File: config.mk
export PLATFORM = sky130hd
export DESIGN_NAME = truth_table_sweeper
export DESIGN_NICKNAME = d
export VERILOG_FILES = /design/src/rtl/sweep_pkg.sv /design/src/rtl/settle_counter.sv /design/src/rtl/truth_table_sweeper.sv
export SDC_FILE = /design/constraint.sdc
export NUM_CORES = 1
export LEC_CHECK = 0
export ABC_AREA = 0
export CAP_MARGIN = 20
export CORE_MARGIN = 2
export CORE_UTILIZATION = 25
export DETAILED_ROUTE_END_ITERATION = 10
export HOLD_SLACK_MARGIN = 0.12
export SLEW_MARGIN = 20
export SYNTH_ARGS = -nofsm -noshare
export SYNTH_HDL_FRONTEND = slang
export SYNTH_SLANG_ARGS = --single-unit
File: constraint.sdc
create_clock -name clk -period 3.6 [get_ports clk]
set_clock_uncertainty 0.1 [all_clocks]
set_input_delay 1.08 -clock clk [delete_from_list [all_inputs] [get_ports clk]]
set_output_delay 1.08 -clock clk [all_outputs]
set_load 0.05 [all_outputs]
File: src/rtl/sweep_pkg.sv
// Shared types and constants for the truth-table sweep self-test controller.
package sweep_pkg;

    typedef enum logic [1:0] {
        ST_IDLE,
        ST_SETTLE,
        ST_SAMPLE,
        ST_DONE
    } sweep_state_t;

    localparam int unsigned N_VEC          = 8;
    localparam int unsigned IDX_W          = 3;
    localparam logic [7:0]  GOLDEN_DEFAULT = 8'h54;

endpackage

File: src/rtl/settle_counter.sv
// Down-counter that times how long each input vector is held before sampling.
module settle_counter #(
    parameter int unsigned CNT_W = 1
) (
    input  logic             clk,
    input  logic             rst_n,
    input  logic             load,
    input  logic [CNT_W-1:0] load_val,
    input  logic             dec,
    output logic             zero
);

    logic [CNT_W-1:0] r_cnt;

    always_ff @(posedge clk or negedge rst_n) begin
        if (!rst_n) begin
            r_cnt <= '0;
        end else if (load) begin
            r_cnt <= load_val;
        end else if (dec && (r_cnt != '0)) begin
            r_cnt <= r_cnt - 1'b1;
        end
    end

    assign zero = (r_cnt == '0);

endmodule

File: src/rtl/truth_table_sweeper.sv
// Built-in self-test sequencer: sweeps all 8 vectors of F(x,y,z) and checks against GOLDEN.
// Optional first-failure capture is enabled by defining SWEEP_FAIL_CAPTURE_EN.
module truth_table_sweeper
    import sweep_pkg::*;
#(
    parameter int unsigned         SETTLE_CYCLES = 2,
    parameter logic [N_VEC-1:0]    GOLDEN        = GOLDEN_DEFAULT
) (
    input  logic             clk,
    input  logic             rst_n,
    input  logic             start,
    input  logic             abort,
    input  logic             f_in,
    output logic             x_out,
    output logic             y_out,
    output logic             z_out,
    output logic             busy,
    output logic             done,
    output logic [N_VEC-1:0] result,
`ifdef SWEEP_FAIL_CAPTURE_EN
    output logic [IDX_W-1:0] fail_idx,
    output logic             fail_valid,
`endif
    output logic             pass
);

    localparam int unsigned       CNT_W    = (SETTLE_CYCLES > 1) ? $clog2(SETTLE_CYCLES) : 1;
    localparam logic [CNT_W-1:0]  CNT_LOAD = CNT_W'(SETTLE_CYCLES - 1);
    localparam logic [IDX_W-1:0]  IDX_LAST = IDX_W'(N_VEC - 1);

    sweep_state_t     r_state;
    sweep_state_t     w_next;
    logic [IDX_W-1:0] r_idx;
    logic [IDX_W-1:0] r_vec;
    logic [N_VEC-1:0] r_result;
    logic             r_pass;
    logic [N_VEC-1:0] w_final;
    logic             w_accept;
    logic             w_load;
    logic             w_dec;
    logic             w_zero;
    logic             w_last;

    settle_counter #(
        .CNT_W (CNT_W)
    ) u_settle_counter (
        .clk      (clk),
        .rst_n    (rst_n),
        .load     (w_load),
        .load_val (CNT_LOAD),
        .dec      (w_dec),
        .zero     (w_zero)
    );

    assign w_last   = (r_idx == IDX_LAST);
    assign w_accept = (r_state == ST_IDLE) && start && !abort;

    // Result including the bit being sampled now, so pass is valid in the done cycle.
    always_comb begin
        w_final        = r_result;
        w_final[r_idx] = f_in;
    end

    always_comb begin
        w_next = r_state;
        w_load = 1'b0;
        w_dec  = 1'b0;
        case (r_state)
            ST_IDLE: begin
                if (w_accept) begin
                    w_next = ST_SETTLE;
                    w_load = 1'b1;
                end
            end
            ST_SETTLE: begin
                if (w_zero) begin
                    w_next = ST_SAMPLE;
                end else begin
                    w_dec = 1'b1;
                end
            end
            ST_SAMPLE: begin
                if (w_last) begin
                    w_next = ST_DONE;
                end else begin
                    w_next = ST_SETTLE;
                    w_load = 1'b1;
                end
            end
            ST_DONE: w_next = ST_IDLE;
            default: w_next = ST_IDLE;
        endcase
        if (abort) begin
            w_next = ST_IDLE;
            w_load = 1'b0;
            w_dec  = 1'b0;
        end
    end

    always_ff @(posedge clk or negedge rst_n) begin
        if (!rst_n) begin
            r_state  <= ST_IDLE;
            r_idx    <= '0;
            r_vec    <= '0;
            r_result <= '0;
            r_pass   <= 1'b0;
        end else begin
            r_state <= w_next;
            if (abort) begin
                r_idx    <= '0;
                r_vec    <= '0;
                r_result <= '0;
                r_pass   <= 1'b0;
            end else if (w_accept) begin
                r_idx    <= '0;
                r_vec    <= '0;
                r_result <= '0;
                r_pass   <= 1'b0;
            end else if (r_state == ST_SAMPLE) begin
                r_result <= w_final;
                if (w_last) begin
                    r_vec  <= '0;
                    r_pass <= (w_final == GOLDEN);
                end else begin
                    r_idx <= r_idx + IDX_W'(1);
                    r_vec <= r_idx + IDX_W'(1);
                end
            end
        end
    end

`ifdef SWEEP_FAIL_CAPTURE_EN
    logic [IDX_W-1:0] r_fail_idx;
    logic             r_fail_valid;

    always_ff @(posedge clk or negedge rst_n) begin
        if (!rst_n) begin
            r_fail_idx   <= '0;
            r_fail_valid <= 1'b0;
        end else if (abort || w_accept) begin
            r_fail_idx   <= '0;
            r_fail_valid <= 1'b0;
        end else if ((r_state == ST_SAMPLE) && !r_fail_valid && (f_in != GOLDEN[r_idx])) begin
            r_fail_idx   <= r_idx;
            r_fail_valid <= 1'b1;
        end
    end

    assign fail_idx   = r_fail_idx;
    assign fail_valid = r_fail_valid;
`endif

    assign x_out  = r_vec[2];
    assign y_out  = r_vec[1];
    assign z_out  = r_vec[0];
    assign busy   = (r_state == ST_SETTLE) || (r_state == ST_SAMPLE);
    assign done   = (r_state == ST_DONE);
    assign result = r_result;
    assign pass   = r_pass;

endmodule

==> flow_summary.toml <==
[synth]
synth_area_um2 = 1069
synthFlopType = "dfrtp_1"
synth_top_area_share_pct = 42.15
synthArstFlopShare_pct = 100.0
avgSynthCellArea_um2 = 9.211
synthTopCellsByArea = "dfrtp_1, ha_1, mux2i_1"
synth.largest_area_cell = "dfrtp_1"
yosysSeqAreaShare_pct = 42.15
synth_cells = 116
yosysWarnings = 0
synth_edf_count = 0
ys_types = 34
synth_seq_cells = 18
synthTopCellsByCount = "dfrtp_1, nor2_1, a21oi_1"
synth_nets = 127

[sta]
worst_slew_pin_slew_ns = 0.8221
slew_headroom_pct = 45.02
setup_tns_ns = 0
fin_crit_ns = 3.072
whs_ns = 0.4299
final_hold_viol_count = 0
setup_violations = 0
rsz0062_at_grt = "false"
fmax_ghz = 0.3256
fin_crit_sh_pct = 85.32
final_max_slew_viol_count = 0

[setup_path]
crit_path_start_kind = "flop"
crit_path_end_kind = "primary output"
worst-path-max-fanout = 5
r2r-end = "pass"
rr_startpoint = "r_idx[2]"
critical_path_class = "reg2out"
worstRegToRegCells = 5
crit_required_ns = 2.42
worstPathArrival_ns = 1.89
rrSetupSlack_ns = 1.51

[clock_network]
postCtsSetupRepairBufs = 0
cts.sinks = 18
post_cts_resized = 0
cts_tree = "done"
h-tree-depth = 1
path_clk_slew_ns = 0.07
hold_buffers = 0
numCtsBuffers = 3
cts_root_buffer = "clkbuf_8"
clockBufferDepth = 2
clock_latency_ns = 0.26

[min_path]
min_path_cells = 2
worstHoldStart = "pass"
hp-class = "reg2reg"
min_delay_worst_endpoint = "pass"

[route]
final_antenna_net_count = 0
drtPass1Iterations = 4
drt-total-wl_um = 2473
drt-wirelength-per-cell_um = 13.51
vias = 895
drc_errors = 0
vias_per_cell = 4.891
drt_iter0_drc = 75

[die]
die_h_um = 69.38
ios = 19
coreArea_um2 = 4058
start_util_pct = 26.33
die-area_um2 = 4813
row_count = 23
die_w_um = 69.38

[pwr]
swShare_pct = 37.35
p_clk_share_pct = 26.3
cellPowerDensity_nw_per_um2 = 479.4
intPower_uw = 401.0
p_switching_uw = 239.1
p_leak_uw = 0.0005390
combinationalPowerShare_pct = 35.0
peakVddDrop_v = 0.0002204
p_seq_share_pct = 38.7

[grt]
gr-total-overflow = 0
grt_usage_pct = 11.01
antenna_found_initial = 0
grt_pass1_wl_um = 4333
grt_max_degree = 19
grt_pass1_vias = 876

[final_layout]
syn_to_final_growth_pct = 24.94
drive_gt1_share_pct = 5.263
ff_latch_area_um2 = 450.4
diodes = 0
fin_nets = 145
multi_input_area_um2 = 560.5
nFillCells = 419

[placement]
place_congestion = 0.7942
dpl.hpwl_um = 1723
port_buffers = 18

[outcome]
outcome = "finished clean"

[flow_run]
maxCapViolCount = 0
## flip-flops by register name, indices dropped and copies added (netlist names)
name                    flops
pass                        1
r_idx                       3
r_state                     2
r_vec                       3
result                      8
u_settle_counter.r_cnt      1
## logic make-up (layout without fill, tap and decap cells)
| kind of cell | count (synthesis) | count (layout) | share of synthesized area, % |
|---|---|---|---|
| DFF | 18 | 18 | 42.15 |
| adders and majority gates | 6 | 6 | 7.026 |
| xor gates and xnor gates | 2 | 2 | 1.640 |
| muxes | 9 | 9 | 8.665 |
| buffers and inverters | 11 | 28 | 5.386 |
| and+or+nand+nor | 43 | 43 | 20.38 |
| AOI/OAI and AO/OA | 27 | 27 | 14.75 |
## layer usage
metal | wire (um) | GRT usage [%]
met3 | 68 | 2.326
met1 | 1160 | 14.87
met2 | 1204 | 17.31
met4 | 40 | 3.922
met5 | 0 | 0
## final cells by class
| type | instances | share of cell area, % |
|---|---|---|
| well taps | 50 | 4.686 |
| inverters | 5 | 1.406 |
| clock buffers | 4 | 4.124 |
| flip-flops and latches | 18 | 33.74 |
| multi-input cells | 87 | 41.99 |
| repair buffers | 19 | 14.06 |
## worst max-delay path by stage
| stage | start | end | depth (start not counted) |
|---|---|---|---|
| floorplan | f_in | pass | 5 |
| global placement | f_in | pass | 5 |
| detailed placement | f_in | pass | 5 |
| CTS | r_state[0] | busy | 3 |
| global route | r_state[0] | busy | 3 |
| finish | r_state[0] | busy | 3 |
## power by group through the flow
stage / Clock [uW] / Sequential, uW / Combinational (uW)
detailed placement: 0 / 251 / 226
global route: 186 / 251 / 245
global placement: 0 / 249 / 217
floorplan: 0 / 253 / 162
finish: 169 / 248 / 224
CTS: 172 / 248 / 228
## critical path, stage by stage (launching register included)
cell and delay, ns:
dfrtp_1 0.44, inv_1 0.10, ha_1 0.29, clkdlybuf4s50_1 0.81
## through the flow
step	utilization (%)	instance area (um2)	power (uW)	std cells	setup slack, ns
detailed placement	31.54	1280	477.9	179	0.5607
global placement	31.54	1280	466.4	179	0.6234
CTS	32.90	1335	647.8	183	0.5137
global route	32.90	1335	682.1	183	0.4829
floorplan	-	1069	414.7	116	1.328
finish	32.90	1335	640.0	183	0.5285
## layout by cell type (no fill, tap or decap)
cell / synthesis / layout
nor2_1: 18 / 18
clkdlybuf4s50_1: 0 / 18
dfrtp_1: 18 / 18
a21oi_1: 10 / 10
o21ai_0: 9 / 9
nand2_1: 8 / 8
mux2i_1: 7 / 7
ha_1: 6 / 6
inv_1: 5 / 5
clkbuf_8: 0 / 4
nand2b_1: 3 / 3
nor3_1: 3 / 3
nand4_1: 2 / 2
o21ai_1: 2 / 2
xnor2_1: 2 / 2
a21o_1: 1 / 1
and2b_1: 1 / 1
or2b_1: 1 / 1
a22oi_1: 1 / 1
a311oi_1: 1 / 1
or4b_1: 1 / 1
and3b_1: 1 / 1
o21a_1: 1 / 1
nor2b_1: 1 / 1
mux2_1: 1 / 1
and3b_2: 1 / 1
nor3b_1: 1 / 1
nand3b_1: 1 / 1
nand4b_1: 1 / 1
mux2_2: 1 / 1
a221o_1: 1 / 1
a2111o_1: 1 / 1
buf_4: 2 / 1
(Power assumes the default switching activity.)
